**src/rtl/kgprisc_instr_decoder.sv**
```systemverilog
// kgprisc_instr_decoder: registered opcode decoder producing KGPRISC datapath control strobes
// Ports: clk, rst (async active-high), start (run enable), instr[31:0] (opcode [31:26], funct [5:0]);
// outputs Branch, MemRead, MemtoReg, ALUop, MemWrite, ALUsrc, RegWrite, ra_RegWrite, all registered.
// Optional macro ILLEGAL_DETECT_EN adds registered output illegal for unknown opcodes / R-type funct.
module kgprisc_instr_decoder #(
  parameter int OPW = 6,
  parameter int FNW = 6
) (
  input  logic        clk,
  input  logic        rst,
  input  logic        start,
  input  logic [31:0] instr,
  output logic        Branch,
  output logic        MemRead,
  output logic        MemtoReg,
  output logic        ALUop,
  output logic        MemWrite,
  output logic        ALUsrc,
  output logic        RegWrite,
  output logic        ra_RegWrite
`ifdef ILLEGAL_DETECT_EN
  ,
  output logic        illegal
`endif
);
  logic [OPW-1:0] w_op;
  logic [FNW-1:0] w_fn;
  logic [7:0]     w_dec;
  logic [7:0]     w_ctl;
  logic [7:0]     r_ctl;
  logic           w_unused;
  assign w_op = instr[31:32-OPW];
  assign w_fn = instr[FNW-1:0];
  assign w_unused = ^{instr[25:FNW], w_fn};
  // Strobe order: Branch, MemRead, MemtoReg, ALUop, MemWrite, ALUsrc, RegWrite, ra_RegWrite
  always_comb begin
    w_dec = (w_op == OPW'(0))                          ? 8'h12 :
            (w_op == OPW'(1) || w_op == OPW'(2))       ? 8'h06 :
            (w_op == OPW'(3))                          ? 8'h66 :
            (w_op == OPW'(4))                          ? 8'h0C :
            (w_op == OPW'(15))                         ? 8'h81 :
            (w_op >= OPW'(5) && w_op <= OPW'(16))      ? 8'h80 : 8'h00;
  end
`ifdef ILLEGAL_DETECT_EN
  logic w_bad;
  logic r_ill;
  assign w_bad = (w_op > OPW'(16)) || (w_op == OPW'(0) && w_fn > FNW'(9));
  assign w_ctl = w_bad ? 8'h00 : w_dec;
  assign illegal = r_ill;
  always_ff @(posedge clk or posedge rst)
    if (rst) r_ill <= 1'b0;
    else     r_ill <= start & w_bad;
`else
  assign w_ctl = w_dec;
`endif
  always_ff @(posedge clk or posedge rst)
    if (rst) r_ctl <= '0;
    else     r_ctl <= start ? w_ctl : '0;
  assign {Branch, MemRead, MemtoReg, ALUop, MemWrite, ALUsrc, RegWrite, ra_RegWrite} = r_ctl;
endmodule

```
**config.mk**
```make
export PLATFORM = sky130hd
export DESIGN_NAME = kgprisc_instr_decoder
export DESIGN_NICKNAME = d
export VERILOG_FILES = /design/src/rtl/kgprisc_instr_decoder.sv
export SDC_FILE = /design/constraint.sdc
export NUM_CORES = 1
export LEC_CHECK = 0
export ABC_AREA = 1
export ABC_CLOCK_PERIOD_IN_PS = 800
export BUFFER_PORTS_ARGS = -buffer_cell sky130_fd_sc_hd__buf_2
export CAP_MARGIN = 15
export CORE_AREA = 8 8 45 47
export CTS_BUF_LIST = sky130_fd_sc_hd__clkbuf_4 sky130_fd_sc_hd__clkbuf_8
export DETAILED_ROUTE_END_ITERATION = 10
export DIE_AREA = 0 0 53 55
export MAX_ROUTING_LAYER = met4
export PLACE_DENSITY = 0.65
export SETUP_SLACK_MARGIN = 0.3
export SLEW_MARGIN = 20
export SYNTH_ARGS = -nofsm -noshare
export SYNTH_HDL_FRONTEND = slang
export SYNTH_SLANG_ARGS = --single-unit
```
**constraint.sdc**
```tcl
create_clock -name clk -period 0.8 [get_ports clk]
set_input_delay 0.08 -clock clk [delete_from_list [all_inputs] [get_ports clk]]
set_output_delay 0.08 -clock clk [all_outputs]
set_load 0.02 [all_outputs]
```
# After elaboration in Yosys (flattened, before gate mapping)

Index checks and enable logic that the tools add are counted.

Register bits: 8
Bits in latches: 0
Memory bits (writable): 0
ROM bits: 0
Input bits: 35
Logic and storage cells: 18
Memories kept: 0

$add $sub $neg: 0
$mul: 0
Div/mod/pow operators: 0
Order comparisons: 2
Equality and inequality tests: 5
Shifts and indexed selects: 0
Multiplexer cells: 7
Bitwise operators: 0
Reduce and logical (&&, ||, !) cells: 3

Operators by type and width:

| operator                                            | number |
|---|---|
| 2-to-1 mux 8 bit                                    | 7 |
| == test 6 x 2 -> 1 bit, second input constant       | 2 |
| == test 6 x 1 -> 1 bit, second input constant       | 1 |
| == test 6 x 3 -> 1 bit, second input constant       | 1 |
| == test 6 x 4 -> 1 bit, second input constant       | 1 |
| >= comparator 6 x 3 -> 1 bit, second input constant | 1 |
| <= comparator 6 x 5 -> 1 bit, second input constant | 1 |
| logical NOT 6 bit                                   | 1 |
| logical AND 1 bit                                   | 1 |
| logical OR 1 bit                                    | 1 |

# Depth between registers and ports, before layout

Gate-level depths: netlist (run 1).

Depth in word-level cells: 9
Depth in mapped cells: 6
Mapped depth without buffers: 6

# Worst setup path after synthesis (run 1)

OpenSTA, ideal clock, no wires.

Path kind: flip-flop to output port
Start: reg, netlist name r_ctl[6]
End: out MemtoReg
Arrival time: 613 ps
Slack: 107 ps
Cell stages (with the launch flop): 2
Buffers on the path: 1
Path through: dfrtp_1 -> buf_4

RTL lines:

| item             | RTL line | RTL |
|---|---|---|
| end: declaration | 15       | `output logic MemtoReg,` |

# Worst setup path in the final report (run 1)

Start: reg r_ctl[6]
End: out MemRead

RTL lines:

| item                     | RTL line | RTL |
|---|---|---|
| start: declaration       | 30       | `logic [7:0] r_ctl;` |
| start signal: assignment | 58       | `else r_ctl <= start ? w_ctl : '0;` |
| end: declaration         | 14       | `output logic MemRead,` |

No word-level cell between the ends.

==> summary.txt, run 1 <==
Outcome
  – Run status: finished with violations
  – Failing checks: negative hold slack, negative setup slack

STA
  – Hold Vio Cnt, Final: 7
  – Post-route setup slack: -0.0645 ns
  – Final hold slack: -0.252 ns
  – Tmin final: roughly 0.86 ns
  – Rel. slew slack: between 80% and 90%
  – Final worst path period share: 108%
  – Setup TNS: -0.243 ns
  – Final Slew Violations: 0
  – Slew @ Worst Pin: 0.249 ns
  – Final setup fails: 8
  – RSZ-0062 raised after global routing: yes
  – Max Freq: between 1000 and 1500 MHz

Pwr
  – P per Cell Area: 1520 mW/mm^2
  – Worst IR Drop VDD: 0.399 mV
  – Lkg Pwr: ~0.27 nW

Final layout
  – Most common cell after layout, fill and taps aside: buf_6
  – Max FFs per register: 7
  – Fill cell count: 140
  – Most frequent cells in the layout: buf_6, buf_2, dfrtp_1
  – Diodes inserted: 0
  – Most flops, register: r_ctl
  – Biggest regs: r_ctl (7)
  – Fraction of layout cells with a size suffix above 1: about three fifths
  – Layout Nets: slightly above 90
  – P&R area growth vs syn: 67.8%

Placed design
  – Placer congestion estimate: around 0.78
  – Hpwl dp: between 600 and 700 um
  – Post-Place Worst Slack: between 0.05 and 0.06 ns
  – PortBufs: 16

Critical path
  – Worst-path cell chain: buf_6
  – CP peak stage delay: a little over 0.4 ns
  – Kind of critical path: flop to output port
  – CP top delay family: flip-flops
  – Worst path required time: 0.72 ns
  – Critical Path Fanout Max: 2
  – Startpoint type of the worst setup path: flop
  – CP arrival: just under 0.8 ns
  – Crit. End Element: output port
  – Slowest cell on crit path: dfrtp_2
  – Worst Path Buf+Inv: 1

Logic synthesis
  – Mapped Cells: 37
  – Syn Area/Cell: slightly below 9 sq um
  – YS warnings: 0
  – Synthesized flop and latch total: 7
  – Sequential cell area fraction in the yosys report: a little over half
  – Cell area after synthesis: 327 sq um
  – Synth cell types: 11
  – Syn Nets: between 70 and 80

Global routing
  – Tot GR Track Use: 6.18%
  – First-pass GRT wire length: 1.19 mm
  – Vias in the first global route: approximately 310
  – Total global routing overflow: 0
  – Largest net degree at the start of global routing: 8
  – Initial antenna violation count: 0

Drt
  – WL final: 754 um
  – DR vias: a little over 300
  – TritonRoute pass-1 iters: 4
  – Routed Antenna Nets: 0
  – Iter 0 DRT Violations: 5
  – Vias per cell: approximately 4.3
  – DRC Markers: 0
  – DR WL/cell: around 10 um

Floorplan
  – Core area: 0.00138 sq mm
  – # rows: 14
  – Starting density of the core: roughly a quarter
  – # IOs: 43
  – Die area: roughly 0.0029 sq mm
  – Die width: around 53 um
  – Die Y: about 55 um

Job
  – Maximum capacitance violations: 0

CTS
  – CTS H-tree lvls: 1
  – CTS buffer count: 3
  – CTS tree: done
  – Deepest clock path buffer count: 2
  – Root buf cell: clkbuf_4
  – # clock sinks: 7
  – Setup bufs post-CTS: 0
  – Clock transition at path regs: 0.05 ns

Hold path
  – Hold Path Class: input pin to asynchronous set/reset pin
==> layer usage <==
| layer | GRT usage [%] | vias to the layer above | wire length (um) |
|---|---|---|---|
| met1 | 5.58 | 140 | 299 |
| met2 | 8.59 | 16 | 342 |
| met3 | 1.87 | 2 | 102 |
| li1 | - | 152 | - |
| met5 | - | - | 0 |
| met4 | 9.48 | 0 | 9 |
==> cells in the mapped netlist <==
cell type / number / share of area [%]
dfrtp_1: 7 / 54
nor3_1: 1 / 1.5
nor2_2: 3 / 5.7
nand2_2: 3 / 5.7
nand3_1: 4 / 6.1
buf_4: 1 / 2.3
o21ai_1: 1 / 1.5
nor2_1: 6 / 6.9
nor3_2: 2 / 6.1
nand2_1: 5 / 5.7
inv_1: 4 / 4.6
==> how the worst max path moves through the flow <==
stage               cells past startpoint            endpoint          startpoint  slack [ns]
global placement                        7  r_ctl[7]$_DFF_PP0_           instr[31]        0.05
detailed placement                      7  r_ctl[7]$_DFF_PP0_           instr[31]        0.05
CTS                                     1             MemRead  r_ctl[6]$_DFF_PP0_       -0.08
finish                                  1             MemRead  r_ctl[6]$_DFF_PP0_       -0.06
global route                            1             MemRead  r_ctl[6]$_DFF_PP0_        -0.1
floorplan                               1            MemtoReg  r_ctl[6]$_DFF_PP0_        0.14
==> layout make-up <==
cell class	instances	area (sq um)	area share (%)
Clock buffer	4	30.0	5.48
Inverter	4	32.5	5.94
Multi-Input combinational cell	25	156	28.5
Sequential cell	7	176	32.2
Tap cell	16	20.0	3.65
Timing Repair Buffer	16	133	24.2
==> metrics by stage <==
step / total power [mW] / std cells / hold slack (ns) / utilization, % / area [sq um]
2_1_floorplan: 0.432 / 37 / -0.117 / - / 372
3_3_place_gp: 0.483 / 68 / 0.00272 / 33.3 / 460
3_5_place_dp: 0.484 / 68 / 0.0104 / 33.3 / 460
4_1_cts: 0.850 / 72 / -0.262 / 39.1 / 541
5_1_grt: 0.885 / 72 / -0.247 / 39.6 / 548
6_report: 0.830 / 72 / -0.252 / 39.6 / 548
==> power breakdown <==
group	switching, mW	total [mW]	internal [mW]
Clock	0.117	0.340	0.223
Sequential	0.00237	0.362	0.360
Combinational	0.0788	0.128	0.0493
==> cells by family after synthesis <==
| family | after synthesis | share of synthesized area, % |
|---|---|---|
| DFF | 7 | 53.6 |
| buffers and inverters | 5 | 6.90 |
| AOI/OAI and AO/OA | 1 | 1.53 |
| and+or+nand+nor | 24 | 37.9 |
==> repair_timing <==
item                                   in CTS  in global routing
resized for setup                          16                  3
cloned                                      0                  0
setup endpoints to repair                   8                 12
endpoints found under the hold margin       7                  7
No activity file was read; power rests on OpenSTA's default activity.
==> run 2, diff against run 1 <==
--- a/config.mk
+++ b/config.mk
@@ -6,7 +6,7 @@
 export NUM_CORES = 1
 export LEC_CHECK = 0
 export ABC_AREA = 1
-export ABC_CLOCK_PERIOD_IN_PS = 800
+export ABC_CLOCK_PERIOD_IN_PS = 1000
 export BUFFER_PORTS_ARGS = -buffer_cell sky130_fd_sc_hd__buf_2
 export CAP_MARGIN = 15
 export CORE_AREA = 8 8 45 47
==> constraint.sdc (replaced) <==
create_clock -name clk -period 1 [get_ports clk]
set_input_delay 0.1 -clock clk [delete_from_list [all_inputs] [get_ports clk]]
set_output_delay 0.1 -clock clk [all_outputs]
set_load 0.05 [all_outputs]
==> summary.txt, run 2 (synthesis gave the netlist of run 1 again) <==
Floorplan
  – Die width: about 53 um
  – Starting density of the core: between 20% and 30%
  – Die area: between 0.002 and 0.003 sq mm
  – # IOs: 43
  – Core area: approximately 0.0014 sq mm
  – # rows: 14
  – Die Y: 55 um

Final layout
  – Most frequent cells in the layout: buf_2, buf_6, nor2_1, dfrtp_1, nand2_1
  – Layout Nets: a little over 90
  – Post-layout util: 36.9%
  – Non-Filler Instances: 73
  – Layout Cell Area excl Fill: around 510 sq um
  – Most flops, register: r_ctl
  – Biggest regs: r_ctl (7)
  – P&R area growth vs syn: 56.3%
  – Fraction of layout cells with a size suffix above 1: between 50% and 60%
  – Diodes inserted: 0
  – Max FFs per register: 7

Global routing
  – First-pass GRT wire length: 1.10 mm
  – Vias in the first global route: 289
  – Tot GR Track Use: 6.07%
  – Largest net degree at the start of global routing: 8
  – Initial antenna violation count: 0
  – Total global routing overflow: 0

Hold path
  – Worst Hold End: r_ctl[2]$_DFF_PP0_
  – Hold depth: 3
  – Hold_sp: start
  – Hold Path Class: input pin to flop

CTS
  – Clock transition at path regs: ~0.05 ns
  – CTS H-tree lvls: 1
  – Deepest clock path buffer count: 2
  – Setup bufs post-CTS: 0
  – CTS buffer count: 3
  – Root buf cell: clkbuf_4
  – CTS tree: done
  – # clock sinks: 7

Drt
  – DR WL/cell: between 9 and 10 um
  – WL final: approximately 660 um
  – TritonRoute pass-1 iters: 3
  – Vias per cell: 3.89
  – DRC Markers: 0
  – Routed Antenna Nets: 0
  – Iter 0 DRT Violations: 2
  – DR vias: 284

STA
  – RSZ-0062 raised after global routing: yes
  – Final setup fails: 0
  – Post-route setup slack: about 0.095 ns
  – Final Slew Violations: 0
  – Max Freq: about 1100 MHz
  – Final worst path period share: 90.5%
  – Rel. slew slack: 83.7%
  – Setup TNS: 0 ns
  – Final hold slack: approximately 0.13 ns
  – Tmin final: between 0.9 and 1 ns
  – Hold Vio Cnt, Final: 0
  – Slew @ Worst Pin: 0.244 ns

Critical path
  – CP arrival: around 0.80 ns
  – CP peak stage delay: between 0.4 and 0.5 ns
  – CP top delay family: flip-flops
  – Startpoint type of the worst setup path: flop
  – Worst path depth: 1
  – Worst-path cell chain: buf_6
  – Kind of critical path: flop to output port
  – Crit. End Element: output port
  – Worst path required time: around 0.90 ns
  – Slowest cell on crit path: dfrtp_2
  – Worst Path Buf+Inv: 1
  – Critical Path Fanout Max: 2

Placed design
  – Post-Place Cells: a little under 70
  – Post-Place Worst Slack: roughly 0.25 ns
  – PortBufs: 16
  – Placer congestion estimate: between 0.7 and 0.8
  – Area post-placement: 420 sq um

Pwr
  – Sequential Power Share: between 40% and 50%
  – Internal power: about 0.5 mW
  – Clk pwr share: between 40% and 50%
  – Logic pwr share: ~14%
  – Overall Power: about 0.65 mW
  – Sw frac: ~23%
  – Worst IR Drop VDD: around 0.27 mV
  – Psw: around 0.15 mW
  – P per Cell Area: 1270 mW/mm^2
  – Lkg Pwr: between 0.2 and 0.3 nW

Job
  – Maximum capacitance violations: 0

Outcome
  – Run status: finished clean
## run 2: changes by cell type in the layout (fill, tap and decap cells not counted)
cell,change
inv_12,-1
nor2_1,+2
buf_2,+1
inv_1,+2
inv_6,-1
dlygate4sd3_1,+1
nor2_2,+1
nand2_4,-1
nand2_1,+1
buf_4,-1
nor2_4,-3
## run 2: routing by layer
| metal | track usage, % | vias up | wire, um |
|---|---|---|---|
| li1 | - | 153 | - |
| met1 | 6.19 | 106 | 296 |
| met2 | 6.45 | 20 | 208 |
| met3 | 1.87 | 5 | 101 |
| met4 | 11.6 | 0 | 57 |
| met5 | - | - | 0 |
## run 2: cell type report
type	instances	area, sq um
clock buffers	4	30.0
fillers	151	873
inverters	4	15.0
multi-input cells	25	129
flip-flops and latches	7	176
well taps	16	20.0
repair buffers	17	140
## run 2: what timing repair did
item                                   in CTS  in global routing
hold buffers                                1                  0
resized for setup                          16                  0
endpoints found under the hold margin       7                  0
setup endpoints to repair                   8                  8
## run 2: worst max path at each step
| stage | start | end |
|---|---|---|
| finish | r_ctl[6]$_DFF_PP0_ | MemRead |
| global route | r_ctl[6]$_DFF_PP0_ | MemRead |
| CTS | r_ctl[6]$_DFF_PP0_ | MemtoReg |
| detailed placement | instr[31] | r_ctl[3]$_DFF_PP0_ |
| global placement | instr[31] | r_ctl[7]$_DFF_PP0_ |
| floorplan | r_ctl[6]$_DFF_PP0_ | MemtoReg |
## run 2: power groups by stage
stage	clock (mW)	combinational (mW)	sequential [mW]
after CTS	0.285	0.0927	0.290
after detailed placement	0	0.0844	0.293
after global routing	0.310	0.102	0.290
after global placement	0	0.0831	0.293
final	0.269	0.0914	0.290
after floorplan	0	0.0369	0.309
==> run 3, diff against run 2 <==
--- a/config.mk
+++ b/config.mk
@@ -9,11 +9,10 @@
 export ABC_CLOCK_PERIOD_IN_PS = 1000
 export BUFFER_PORTS_ARGS = -buffer_cell sky130_fd_sc_hd__buf_2
 export CAP_MARGIN = 15
-export CORE_AREA = 8 8 45 47
+export CORE_AREA = 2 2 39 41
 export CTS_BUF_LIST = sky130_fd_sc_hd__clkbuf_4 sky130_fd_sc_hd__clkbuf_8
 export DETAILED_ROUTE_END_ITERATION = 10
-export DIE_AREA = 0 0 53 55
-export MAX_ROUTING_LAYER = met4
+export DIE_AREA = 0 0 41 43
 export PLACE_DENSITY = 0.65
 export SETUP_SLACK_MARGIN = 0.3
 export SLEW_MARGIN = 20
==> summary.txt, run 3 (synthesis gave the netlist of run 1 again) <==
Outcome
  – Run status: finished clean

STA
  – Post-route setup slack: 0.0905 ns
  – Final Slew Violations: 0
  – Tmin final: roughly 0.91 ns
  – Final worst path period share: between 90% and 100%
  – Max Freq: approximately 1100 MHz
  – Hold Vio Cnt, Final: 0
  – Final setup fails: 0
  – Slew @ Worst Pin: approximately 0.24 ns
  – Rel. slew slack: 84.1%
  – RSZ-0062 raised after global routing: yes
  – Setup TNS: 0 ns

Critical path
  – CP top delay family: flip-flops
  – Critical Path Fanout Max: 2
  – Crit. End Element: output port
  – Slowest cell on crit path: dfrtp_2
  – Worst Path Buf+Inv: 1
  – Crit. Startpoint: r_ctl[6]$_DFF_PP0_
  – Worst path required time: about 0.90 ns
  – Kind of critical path: flop to output port
  – CP peak stage delay: ~0.4 ns
  – Worst path depth: 1
  – CP arrival: 0.81 ns
  – Worst setup path endpoint: MemRead
  – Startpoint type of the worst setup path: flop
  – Worst-path cell chain: buf_6

Placed design
  – Post-Place Worst Slack: approximately 0.25 ns
  – Area post-placement: about 420 sq um
  – Placer congestion estimate: 0.730
  – Hpwl dp: roughly 490 um
  – PortBufs: 16

Final layout
  – Layout Cell Area excl Fill: between 500 and 600 sq um
  – Biggest regs: r_ctl (7)
  – Most flops, register: r_ctl
  – Most frequent cells in the layout: buf_2, buf_6, nor2_1, dfrtp_1, nand2_1
  – Fill cell count: about 140
  – P&R area growth vs syn: 56.3%
  – Fraction of layout cells with a size suffix above 1: about 51%
  – Diodes inserted: 0
  – Max FFs per register: 7
  – Post-layout util: about 37%
  – Layout Nets: 93

CTS
  – Setup bufs post-CTS: 0
  – CTS H-tree lvls: 1
  – CTS buffer count: 3
  – Clock transition at path regs: 0.05 ns
  – # clock sinks: 7
  – CTS tree: done
  – Deepest clock path buffer count: 2
  – Root buf cell: clkbuf_4

Job
  – Maximum capacitance violations: 0

Drt
  – DR vias: 294
  – DR WL/cell: about 8 um
  – Vias per cell: ~4.0
  – Iter 0 DRT Violations: 0
  – TritonRoute pass-1 iters: 1
  – WL final: around 580 um
  – Routed Antenna Nets: 0
  – DRC Markers: 0

Global routing
  – Tot GR Track Use: a little under a tenth
  – First-pass GRT wire length: ~980 um
  – Initial antenna violation count: 0
  – Vias in the first global route: approximately 270
  – Largest net degree at the start of global routing: 8
  – Total global routing overflow: 0

Pwr
  – P per Cell Area: 1280 mW/mm^2
  – Sw frac: about a quarter
  – Worst IR Drop VDD: 0.315 mV
  – Logic pwr share: between 10 and 15%
  – Sequential Power Share: around 44%
  – Internal power: approximately 0.5 mW
  – Lkg Pwr: 0.265 nW
  – Psw: roughly 0.15 mW
  – Clk pwr share: between 40% and 50%

Hold path
  – Hold Path Class: input pin to flop

Floorplan
  – Die width: slightly above 40 um
  – Die Y: 43 um
  – Core area: approximately 0.0014 sq mm
  – # IOs: 43
  – Starting density of the core: between 20% and 30%
  – Die area: approximately 0.0018 sq mm
  – # rows: 14
-- run 3: metal layers --
metal	part of all wire, %	vias up	track usage (%)
met2	49	15	10.9
li1	-	154	-
met3	7.6	2	3.14
met5	0	-	0
met4	2.4	0	12.0
met1	41	123	9.97
-- run 3: worst min path at each step --
stage,startpoint,to,slack (ns),depth (start not counted)
floorplan,rst,r_ctl[0]$_DFF_PP0_,-0.1,1
global placement,rst,r_ctl[7]$_DFF_PP0_,0.02,2
detailed placement,rst,r_ctl[7]$_DFF_PP0_,0.03,2
CTS,start,r_ctl[2]$_DFF_PP0_,0.12,3
global route,instr[28],r_ctl[3]$_DFF_PP0_,0.13,3
finish,start,r_ctl[2]$_DFF_PP0_,0.13,3
-- run 3: layout make-up --
type | instances | area, sq um | share of cell area (%)
clock buffer | 4 | 30.0 | 5.88
inverter | 4 | 15.0 | 2.94
multi-input combinational | 25 | 129 | 25.2
sequential | 7 | 176 | 34.6
tap | 16 | 20.0 | 3.92
timing repair buffer | 17 | 140 | 27.5
-- run 3: what timing repair did --
action,CTS,global route
hold endpoints to repair,7,0
resized for setup,16,0
endpoints found under the setup margin,8,8
hold buffers,1,0
-- run 3: through the flow --
step	power, mW	hold slack [ns]	cells
CTS	0.669	0.117	73
finish	0.653	0.130	73
detailed placement	0.377	0.0345	68
global placement	0.376	0.0221	68
global route	0.703	0.127	73
floorplan	0.346	-0.0967	37
-- run 3: power groups by stage --
stage	Sequential [mW]	Combinational, mW	Clock (mW)
6_report	0.290	0.0918	0.271
4_1_cts	0.290	0.0926	0.287
3_3_place_gp	0.293	0.0829	0
3_5_place_dp	0.293	0.0842	0
5_1_grt	0.290	0.101	0.312
2_1_floorplan	0.309	0.0369	0
